$ cat config.mk
export PLATFORM = sky130hd
export DESIGN_NAME = instr_sequencer
export DESIGN_NICKNAME = d
export VERILOG_FILES = /design/src/rtl/instr_sequencer.sv
export SDC_FILE = /design/constraint.sdc
export NUM_CORES = 1
export LEC_CHECK = 0
export CAP_MARGIN = 20
export CELL_PAD_IN_SITES_DETAIL_PLACEMENT = 1
export CELL_PAD_IN_SITES_GLOBAL_PLACEMENT = 1
export CORE_MARGIN = 2
export CORE_UTILIZATION = 58
export DETAILED_ROUTE_END_ITERATION = 8
export PLACE_DENSITY = 0.9
export REMOVE_ABC_BUFFERS = 1
export SETUP_SLACK_MARGIN = 0.4
export SYNTH_ARGS = -nofsm -noshare
export SYNTH_HDL_FRONTEND = slang
export SYNTH_SLANG_ARGS = --single-unit
$ cat constraint.sdc
create_clock -name clk -period 8.38 [get_ports clk]
set_input_delay 0.838 -clock clk [delete_from_list [all_inputs] [get_ports clk]]
set_output_delay 0.838 -clock clk [all_outputs]
set_load 0.02 [all_outputs]
$ cat src/rtl/instr_sequencer.sv
// Program loader/replayer: packs UART bytes into 32-bit instructions, buffers them,
// and replays the buffer into the core with an execute cycle then a write-back cycle each.
package yongatek_pkg;
  typedef logic [31:0] yongatek_instruction_t;
endpackage

module instr_sequencer
  import yongatek_pkg::*;
#(
  parameter int DEPTH = 16
) (
  input  logic                       clk,
  input  logic                       rst,
  input  logic                       rx_valid,
  input  logic [7:0]                 rx_data,
  input  logic                       start,
  input  logic                       clr,
  output yongatek_instruction_t      instruction,
  output logic                       write_ctrl,
  output logic                       busy,
  output logic                       done,
  output logic [$clog2(DEPTH):0]     count,
  output logic                       rx_drop
);

  localparam int AW = $clog2(DEPTH);
  localparam int CW = AW + 1;
  localparam logic [CW-1:0] FULL = CW'(DEPTH);

  localparam logic [1:0] S_IDLE = 2'd0;
  localparam logic [1:0] S_EXEC = 2'd1;
  localparam logic [1:0] S_WB   = 2'd2;
  localparam logic [1:0] S_DONE = 2'd3;

  logic [1:0]            state;
  logic [1:0]            byte_cnt;
  logic [23:0]           asm_q;
  logic [AW-1:0]         rd_ptr;
  logic [AW-1:0]         rd_next;
  logic                  wr_en;
  logic                  asm_en;
  logic                  last_entry;
  yongatek_instruction_t mem [DEPTH];

  assign asm_en     = !clr && (state == S_IDLE) && rx_valid && (byte_cnt != 2'd3);
  assign wr_en      = !clr && (state == S_IDLE) && rx_valid && (byte_cnt == 2'd3) && (count != FULL);
  assign rd_next    = rd_ptr + AW'(1);
  assign last_entry = ({1'b0, rd_ptr} == (count - CW'(1)));

  // Storage is data only: no reset, contents are don't-care until written.
  always_ff @(posedge clk) begin
    if (wr_en) mem[count[AW-1:0]] <= {asm_q, rx_data};
    if (asm_en) asm_q <= {asm_q[15:0], rx_data};
  end

  always_ff @(posedge clk or negedge rst) begin
    if (!rst) begin
      state       <= S_IDLE;
      byte_cnt    <= 2'd0;
      rd_ptr      <= '0;
      count       <= '0;
      rx_drop     <= 1'b0;
      instruction <= '0;
      write_ctrl  <= 1'b0;
      busy        <= 1'b0;
      done        <= 1'b0;
    end else if (clr) begin
      state       <= S_IDLE;
      byte_cnt    <= 2'd0;
      rd_ptr      <= '0;
      count       <= '0;
      rx_drop     <= 1'b0;
      instruction <= '0;
      write_ctrl  <= 1'b0;
      busy        <= 1'b0;
      done        <= 1'b0;
    end else begin
      case (state)
        S_IDLE: begin
          if (rx_valid) begin
            byte_cnt <= byte_cnt + 2'd1;
            if (byte_cnt == 2'd3) begin
              if (count == FULL) rx_drop <= 1'b1;
              else               count   <= count + CW'(1);
            end
          end
          if (start && (count != '0)) begin
            state       <= S_EXEC;
            rd_ptr      <= '0;
            instruction <= mem[AW'(0)];
            write_ctrl  <= 1'b0;
            busy        <= 1'b1;
          end
        end
        S_EXEC: begin
          write_ctrl <= 1'b1;
          state      <= S_WB;
        end
        S_WB: begin
          write_ctrl <= 1'b0;
          if (last_entry) begin
            state       <= S_DONE;
            instruction <= '0;
            busy        <= 1'b0;
            done        <= 1'b1;
          end else begin
            state       <= S_EXEC;
            rd_ptr      <= rd_next;
            instruction <= mem[rd_next];
          end
        end
        default: begin
          done  <= 1'b0;
          state <= S_IDLE;
        end
      endcase
      // Bytes arriving mid-replay are lost; the byte counter is left alone.
      if (rx_valid && (state != S_IDLE)) rx_drop <= 1'b1;
    end
  end

endmodule

==> impl_metrics.yaml, run 1 <==
synth:
  synth_cells: 1193
  synth_edf_count: 536
  async_flop_share_pct: 8.38
  synthDistinctLibCells: 44
  seq_area_frac_synth_pct: 74.3
  synth_top_area_share_pct: 69.0
  netlist_top_cells_area: "edfxtp_1 (69%), mux4_2 (12%), dfrtp_1 (5.3%)"
  synth_xor_area_share_pct: 0.445
  ys_seq_elements: 585
  netlist_area_um2: 23300
  yosysTopAreaCell: "edfxtp_1"
  synthMuxAreaShare_pct: 16.6
  synth_top_family_by_area: "multiplexers"
  ys.flop_type: "edfxtp_1"
  synth_simple_gate_area_share_pct: 2.67
  synth_adder_area_share_pct: 0.537
  yosysWarnings: 0
  syn_area_per_cell_um2: 19.5
  synth-compound-area-share_pct: 3.11
routing:
  dr.pass1.iters: 5
  via_count: 12700
  detail-route-antenna-nets: 0
  drc: 0
  drt_iter0_drc: 1724
  viasPerCell: 6.94
  routed_wl_um: 65100
  post_drt_wl_per_cell_um: 35.4
timing:
  finalSetupViolCount: 0
  slew_violations: 0
  hold_viol: 0
  slew_headroom_pct: 26.2
  period_needed_ns: 4.06
  rsz0062_at_grt: "no"
  tightestPinTransition_ns: 1.11
  fin_crit_sh_pct: 48.4
  max_freq_ghz: 0.247
  fin_skew_ns: 0.0185
status:
  run_status: "complete, no violations"
layout:
  post_route_cells_drive_above_1_share_pct: 20.6
  final.fill_count: 3235
  num_antenna_cells: 0
  fin_util_pct: 66.2
  fin_area_um2: 26300
  multi_input_area_um2: 5570
  nets: 1287
  regArea_um2: 17300
  areaGrowthSynthToFinish_pct: 12.8
grt:
  grt_max_degree: 55
  grt_pass1_vias: 13800
  overflow: 0
  grt_pass1_wl_um: 95900
  grt_antenna_before_repair: 0
  grt_usage_pct: 32.6
clock_network:
  clock-root-buffer: "clkbuf_16"
  tritoncts: "yes"
  cts_max_level: 2
  ctsHoldBuffers: 0
  post_cts_buffers: 0
  numClockSinks: 585
  clockBufferDepth: 3
  clkSlewWorstSetupHoldPaths_ns: 0.07
  numCtsBuffers: 56
  postCtsResizedCells: 0
  clock_latency_ns: 0.62
placed_design:
  gp_congestion: 0.764
  dpl_cell_area_um2: 24500
  dpl.hpwl_um: 29600
  numPortBuffers: 53
die:
  io_pins: 54
  start_util_pct: 58.7
  die_h_um: 204
  die_x_um: 204
  coreArea_um2: 39700
  dieArea_um2: 41800
  num_rows: 73
critical_path:
  crit_type: "flip-flop to flip-flop"
  worst_path_max_delay_cell: "dfrtp_4"
  critPathCaptureType: "flip-flop"
  critPathMaxFanout: 52
  cp_cell_sequence: "buf_4 > buf_4 > mux4_2 > mux2i_1 > mux2i_1 > nand3_1 > a21oi_1"
  start_kind: "flip-flop"
  cp.required_ns: 8.86
  worstPathArrival_ns: 4.54
  slowest_delay_ns: 0.89
worst_hold_path:
  hold_path_class: "input pin to asynchronous set/reset pin"
pwr:
  power_mw: 7.64
  p_leak_nw: 8.65
  ir_drop_v: 0.000162
  power_density_nw_per_um2: 291
run:
  drv_cap: 0
[worst max-delay path: cells and delay by family (launching register included)]
family                 cells  cell delay, ns
muxes                      3            1.01
buffers and inverters      2            1.67
and+or+nand+nor            1            0.21
AOI/OAI and AO/OA          1            0.11
DFF                        1            0.89
[where the power goes]
group          switching (mW)  leakage [nW]  internal, mW
clock                    1.11         0.893          1.46
sequential              0.180          5.46          3.34
combinational           0.875          2.30         0.679
[kinds of logic (layout without fill, tap and decap cells)]
logic type | after synthesis | in the layout
AO/OA/AOI/OAI | 119 | 119
buffers and inverters | 114 | 232
flip-flops | 585 | 585
multiplexers | 227 | 227
adder cells (fa/ha/maj) | 10 | 10
AND/OR/NAND/NOR | 127 | 127
XOR/XNOR | 11 | 11
[cell type report]
class	instances	share of cell area, %
clock inverter	26	1.14
inverter	43	0.614
multi-input combinational	494	21.2
tap	525	2.50
timing repair buffer	84	2.86
sequential	585	65.9
clock buffer	79	5.81
[registers in the layout, summed over array words and instances (netlist names)]
| register | count |
|---|---|
| state | 2 |
| instruction | 32 |
| done | 1 |
| rx_drop | 1 |
| asm_q | 24 |
| rd_ptr | 4 |
| byte_cnt | 2 |
| busy | 1 |
| count | 5 |
| mem | 512 |
| write_ctrl | 1 |
[cells in the final DEF (no fill, tap or decap), types with 4 or more instances in the layout]
| cell type | synthesis | final |
|---|---|---|
| inv_1 | 43 | 43 |
| ha_1 | 10 | 7 |
| o21bai_1 | 32 | 32 |
| and2_2 | 0 | 8 |
| edfxtp_1 | 536 | 536 |
| a21oi_1 | 70 | 70 |
| clkbuf_16 | 0 | 56 |
| mux4_2 | 128 | 128 |
| dfrtp_1 | 49 | 48 |
| xor2_1 | 8 | 7 |
| clkinv_2 | 0 | 10 |
| buf_4 | 19 | 31 |
| nand2_1 | 6 | 6 |
| bufinv_16 | 0 | 6 |
| clkinv_1 | 0 | 5 |
| and3_2 | 0 | 4 |
| nand3_1 | 35 | 35 |
| mux2i_1 | 98 | 98 |
| nor2_1 | 52 | 47 |
| nor2_4 | 0 | 4 |
| clkbuf_1 | 23 | 19 |
| clkdlybuf4s50_1 | 0 | 51 |
| clkbuf_8 | 0 | 4 |
[metrics by stage]
stage | hold WS (ns) | cells | TNS (ns) | setup WS [ns]
after floorplan | 0.500 | 1122 | -26.33 | -0.824
after global placement | 0.475 | 1731 | 0 | 4.57
after global routing | 0.490 | 1836 | 0 | 3.98
after detailed placement | 0.490 | 1731 | 0 | 4.42
after CTS | 0.465 | 1836 | 0 | 4.19
final | 0.459 | 1836 | 0 | 4.32
[layer usage]
metal  global-route usage, %  share of wire [%]
met2                    52.0                 49
met5                       0                  0
met1                    43.7                 36
met3                    6.55                 10
met4                    15.6                5.1
[path summary, 6_finish.rpt]
kind	startpoint	end	slack (ns)	depth (start not counted)
setup reg to reg	rd_ptr[0]	instruction[20]	4.32	7
setup / recovery	rd_ptr[0]	instruction[20]	4.32	7
hold reg to reg	done	done	0.50	1
hold / removal	rst	instruction[25]	0.46	2
min in group clk	done	done	0.50	1
max in group asynchronous	rst	rd_ptr[0]	7.18	2
[synth_stat cells, drive strengths merged (3+ instances only)]
master and n:
nand3 35, ha 10, and2 8, nand2b 3, mux2i 98, dfrtp 49
a21oi 70, nor2b 5, clkbuf 23, and3 6, nor3 3, mux4 128
nand2 6, o21ai 3, nor2 52, o21bai 32, edfxtp 536, buf 48
a22o 3, xor2 9, inv 43
Power figures use the tool's default switching activity.
==> run 2: changes to the inputs <==
--- a/config.mk
+++ b/config.mk
@@ -9,9 +9,9 @@
 export CELL_PAD_IN_SITES_DETAIL_PLACEMENT = 1
 export CELL_PAD_IN_SITES_GLOBAL_PLACEMENT = 1
 export CORE_MARGIN = 2
-export CORE_UTILIZATION = 58
+export CORE_UTILIZATION = 54
 export DETAILED_ROUTE_END_ITERATION = 8
-export PLACE_DENSITY = 0.9
+export PLACE_DENSITY = 0.85
 export REMOVE_ABC_BUFFERS = 1
 export SETUP_SLACK_MARGIN = 0.4
 export SYNTH_ARGS = -nofsm -noshare
==> constraint.sdc (replaced) <==
create_clock -name clk -period 3.79 [get_ports clk]
set_input_delay 0.379 -clock clk [delete_from_list [all_inputs] [get_ports clk]]
set_output_delay 0.379 -clock clk [all_outputs]
set_load 0.02 [all_outputs]
==> impl_metrics.yaml, run 2 (same netlist as run 1, synthesis figures left out) <==
layout:
  largest_register_ffs: 512
  nets: 1295
  mostFrequentLayoutCells: "edfxtp_1 (536), mux4_2 (128), mux2i_1 (98)"
  areaGrowthSynthToFinish_pct: 13.8
  fin_util_pct: 61.8
  final_cells: 1903
  post_route_cells_drive_above_1_share_pct: 21.5
  final_common_cell: "edfxtp_1"
  num_antenna_cells: 0
grt:
  grt_pass1_wl_um: 87600
  grt_max_degree: 77
  grt_pass1_vias: 13100
  overflow: 0
  grt_antenna_before_repair: 0
  grt_usage_pct: 27.3
critical_path:
  reg2reg_slack_ns: 0.76
  r2r_cells: 7
  critPathCaptureType: "flip-flop"
  critPathMaxFanout: 18
  crit_path_end: "mem[4][10]"
  crit_type: "flip-flop to flip-flop"
  cp.required_ns: 4.07
  worstSetupStartpoint: "state[0]"
  r2r_end: "mem[4][10]"
  worstPathArrival_ns: 3.31
  start_kind: "flip-flop"
  worstReg2RegStart: "state[0]"
routing:
  drc: 0
  viasPerCell: 6.33
  met2_wirelength_um: 29700
  post_drt_wl_per_cell_um: 31.1
  dr_wl_met3_um: 4440
  detail-route-antenna-nets: 0
  drt_iter0_drc: 1293
  via_count: 12100
  routed.top_layer: "met4"
  routed_wl_um: 59100
  dr.pass1.iters: 5
  met1_length_um: 23300
pwr:
  p_leak_nw: 8.71
  ir_drop_v: 0.000417
  power_density_nw_per_um2: 630
die:
  io_pins: 54
  start_util_pct: 54.4
  num_rows: 76
  dieArea_um2: 44900
  die_h_um: 212
  die_x_um: 212
  coreArea_um2: 42900
placed_design:
  pre_cts_ws_ns: 0.816
  dp_cells: 1797
  dpl.hpwl_um: 32700
  gp_congestion: 0.796
  numPortBuffers: 53
timing:
  tightestPinTransition_ns: 0.955
  finalSetupViolCount: 0
  slew_violations: 0
  tns_ns: 0
  fin_crit_sh_pct: 80.0
  hold_viol: 0
  slew_headroom_pct: 36.3
  period_needed_ns: 3.03
  fin_skew_ns: 0.0247
  worst_slack_ns: 0.757
  max_freq_ghz: 0.330
  rsz0062_at_grt: "no"
clock_network:
  numCtsBuffers: 56
  clock_latency_ns: 0.60
  numClockSinks: 585
  clockBufferDepth: 3
  cts_max_level: 2
  clock-root-buffer: "clkbuf_16"
  tritoncts: "yes"
  clkSlewWorstSetupHoldPaths_ns: 0.06
status:
  run_status: "complete, no violations"
run:
  drv_cap: 0
worst_hold_path:
  hold_path_class: "input pin to flip-flop"
[run 2: cell count changes in the layout (fill, tap and decap cells not counted), moves of 2 or more]
cell | before | now
clkinv_2 | 10 | 18
clkbuf_1 | 19 | 15
clkinvlp_4 | 1 | 5
inv_6 | 2 | 0
bufinv_16 | 6 | 3
buf_12 | 0 | 11
clkinv_1 | 5 | 1
buf_4 | 31 | 27
[run 2: stage by stage]
stage                     total power, mW  hold slack, ns  instance area (µm²)
after CTS                            16.8           0.358                26500
final                                16.7           0.387                26500
after global routing                 17.2           0.409                26500
after global placement               11.1           0.475                24700
after floorplan                      10.2          0.0834                22900
after detailed placement             11.3           0.496                24700
[run 2: layout make-up]
cell class,count,area (µm²)
inverters,43,161
clock inverters,27,221
clock buffers,77,1550
multi-input cells,494,5580
fillers,3599,16400
well taps,585,732
flip-flops and latches,585,17300
repair buffers,92,953
[run 2: report_power, final]
group,internal [mW],leakage [nW],switching (mW)
combinational,1.55,2.38,1.99
sequential,7.38,5.46,0.328
clock,3.07,0.871,2.40
[run 2: worst min path at each step]
stage	end	slack (ns)	cells past startpoint	startpoint
after global routing	state[1]	0.41	4	clr
after detailed placement	rx_drop	0.50	2	rx_drop
after global placement	done	0.47	1	done
after floorplan	busy	0.08	0	rst
after CTS	state[1]	0.36	4	clr
final	state[1]	0.39	4	clr
[run 2: per-layer routing]
metal,global-route usage [%],vias to the layer above
li1,-,4926
met1,37.0,6387
met2,45.1,614
met3,5.24,127
met4,9.25,0
met5,0,-
[run 2: repair_timing]
item / 4_1_cts / 5_1_grt
hold buffers: 1 / 0
buffers inserted: 0 / 0
endpoints found under the hold margin: 34 / 0
gates resized for setup: 0 / 0
setup endpoints to repair: 0 / 0
[run 2: critical path, cell delays in order (launching register included)]
cell     delay [ns]
dfrtp_1        0.42
inv_1          0.11
ha_2           0.17
nor2b_1        0.18
nand2_1        0.16
nor4b_1        0.66
and2_2         0.72
buf_12         0.28
==> run 3: changes to the inputs <==
==> constraint.sdc (replaced) <==
create_clock -name clk -period 3 [get_ports clk]
set_input_delay 0.3 -clock clk [delete_from_list [all_inputs] [get_ports clk]]
set_output_delay 0.3 -clock clk [all_outputs]
set_load 0.02 [all_outputs]
==> impl_metrics.yaml, run 3 (same netlist as run 1, synthesis figures left out) <==
layout:
  final.fill_count: 3605
  fin_util_pct: 62.8
  post_route_cells_drive_above_1_share_pct: 22.8
  num_antenna_cells: 0
  final_common_cell: "edfxtp_1"
  mostFrequentLayoutCells: "edfxtp_1 (536), mux4_2 (128), mux2i_1 (98)"
  areaGrowthSynthToFinish_pct: 15.5
  nets: 1321
  fin_area_um2: 26900
  largest_register_ffs: 512
clock_network:
  cts_max_level: 2
  numClockSinks: 585
  clkSlewWorstSetupHoldPaths_ns: 0.07
  clock_latency_ns: 0.60
  clock-root-buffer: "clkbuf_16"
  numCtsBuffers: 56
  clockBufferDepth: 3
  tritoncts: "yes"
timing:
  hold_slack_ns: 0.271
  tns_ns: 0
  tightestPinTransition_ns: 0.853
  period_needed_ns: 2.62
  slew_headroom_pct: 43.1
  hold_viol: 0
  fin_crit_sh_pct: 87.3
  finalSetupViolCount: 0
  fin_skew_ns: 0.0270
  max_freq_ghz: 0.382
  rsz0062_at_grt: "yes"
  slew_violations: 0
pwr:
  power_density_nw_per_um2: 801
  p_leak_nw: 8.89
  ir_drop_v: 0.000436
grt:
  grt_usage_pct: 28.7
  grt_max_degree: 77
  grt_antenna_before_repair: 1
  overflow: 0
  grt_pass1_vias: 13500
  grt_pass1_wl_um: 91300
die:
  num_rows: 76
  die_h_um: 212
  coreArea_um2: 42900
  die_x_um: 212
  start_util_pct: 54.4
  io_pins: 54
  dieArea_um2: 44900
status:
  run_status: "complete, no violations"
worst_hold_path:
  whs_endpoint: "state[1]"
  min_from: "clr"
  hold_path_class: "input pin to flip-flop"
  min_path_cells: 4
critical_path:
  r2r_cells: 8
  critPathMaxFanout: 17
  critPathCaptureType: "flip-flop"
  worst_path_max_delay_cell: "dfrtp_1"
  r2r_end: "mem[6][4]"
  cp_cell_sequence: "inv_1 > ha_2 > nor2b_1 > nand2_1 > nor4b_1 > buf_4 > and2_2 > buf_4"
  slowest_delay_ns: 0.42
  worstReg2RegStart: "state[0]"
  cp.required_ns: 3.24
  start_kind: "flip-flop"
  worstPathArrival_ns: 2.85
  crit_type: "flip-flop to flip-flop"
  cpMostUsedCell: "buf_4"
  reg2reg_slack_ns: 0.38
routing:
  detail-route-antenna-nets: 0
  drc: 0
  dr.pass1.iters: 5
  post_drt_wl_per_cell_um: 32.5
  viasPerCell: 6.42
  drt_iter0_drc: 1500
  via_count: 12400
  routed_wl_um: 62700
placed_design:
  dpl_cell_area_um2: 24900
  dpl.hpwl_um: 32500
  gp_congestion: 0.770
  numPortBuffers: 53
run:
  drv_cap: 0
[run 3: cell count changes in the layout (fill, tap and decap cells not counted), moves of 2 or more]
| cell | delta |
|---|---|
| buf_4 | +12 |
| clkinv_2 | -11 |
| buf_6 | +7 |
| clkinv_1 | +6 |
| buf_8 | +3 |
| bufinv_16 | +3 |
| buf_16 | +2 |
| clkbuf_1 | +2 |
[run 3: per-layer routing]
metal / share of wire (%) / GRT usage [%] / routed length, µm / up-vias
li1: - / - / - / 4974
met1: 38 / 38.5 / 23700 / 6485
met2: 50 / 46.1 / 31100 / 763
met3: 9.0 / 6.14 / 5670 / 161
met4: 3.5 / 12.1 / 2200 / 2
met5: 0.021 / 0 / 13 / -
[run 3: area by class of cell]
class                           count  area (µm²)  share of cell area [%]
Timing Repair Buffer              118        1280                    4.75
Sequential cell                   585       17300                    64.3
Inverter                           43         161                   0.599
Clock inverter                     26         292                    1.08
Multi-Input combinational cell    494        5600                    20.8
Tap cell                          585         732                    2.72
Clock buffer                       78        1550                    5.74
[run 3: per-stage QoR]
stage | total power, mW | std cells | worst slack (ns)
final | 21.6 | 1929 | 0.381
after global routing | 22.2 | 1929 | 0.277
after CTS | 21.5 | 1922 | 0.376
after detailed placement | 14.3 | 1816 | 0.226
after global placement | 14.1 | 1816 | 0.424
after floorplan | 12.9 | 1122 | -6.20
[run 3: how the worst max path moves through the flow]
stage                          from              end  slack, ns  cells after the start
final                      state[0]        mem[6][4]       0.38                      8
after global routing       state[0]        mem[7][4]       0.28                      8
after CTS                 rd_ptr[0]  instruction[16]       0.38                      7
after detailed placement   count[0]        rd_ptr[0]       0.23                      7
after global placement     count[0]        rd_ptr[0]       0.42                      7
after floorplan           rd_ptr[0]  instruction[10]      -6.20                      6
[run 3: repair_timing]
item	4_1_cts	5_1_grt
gates resized for setup	13	8
hold buffers	1	0
cloned	1	1
endpoints found under the hold margin	49	0
pin swaps	0	3
buffers inserted	0	6
endpoints found under the setup margin	266	424
[run 3: where the power goes]
group          internal, mW  leakage (nW)  switching (mW)
clock                  4.12         0.885            3.06
combinational          2.09          2.55            2.58
sequential             9.33          5.45           0.413
total                  15.5          8.89            6.05
[run 3: worst max-delay path: cells and delay by family, from the launching register on]
kind,cells,cell delay (ns)
buffers and inverters,3,0.72
and+or+nand+nor,4,0.92
DFF,1,0.42
adders and majority gates,1,0.19
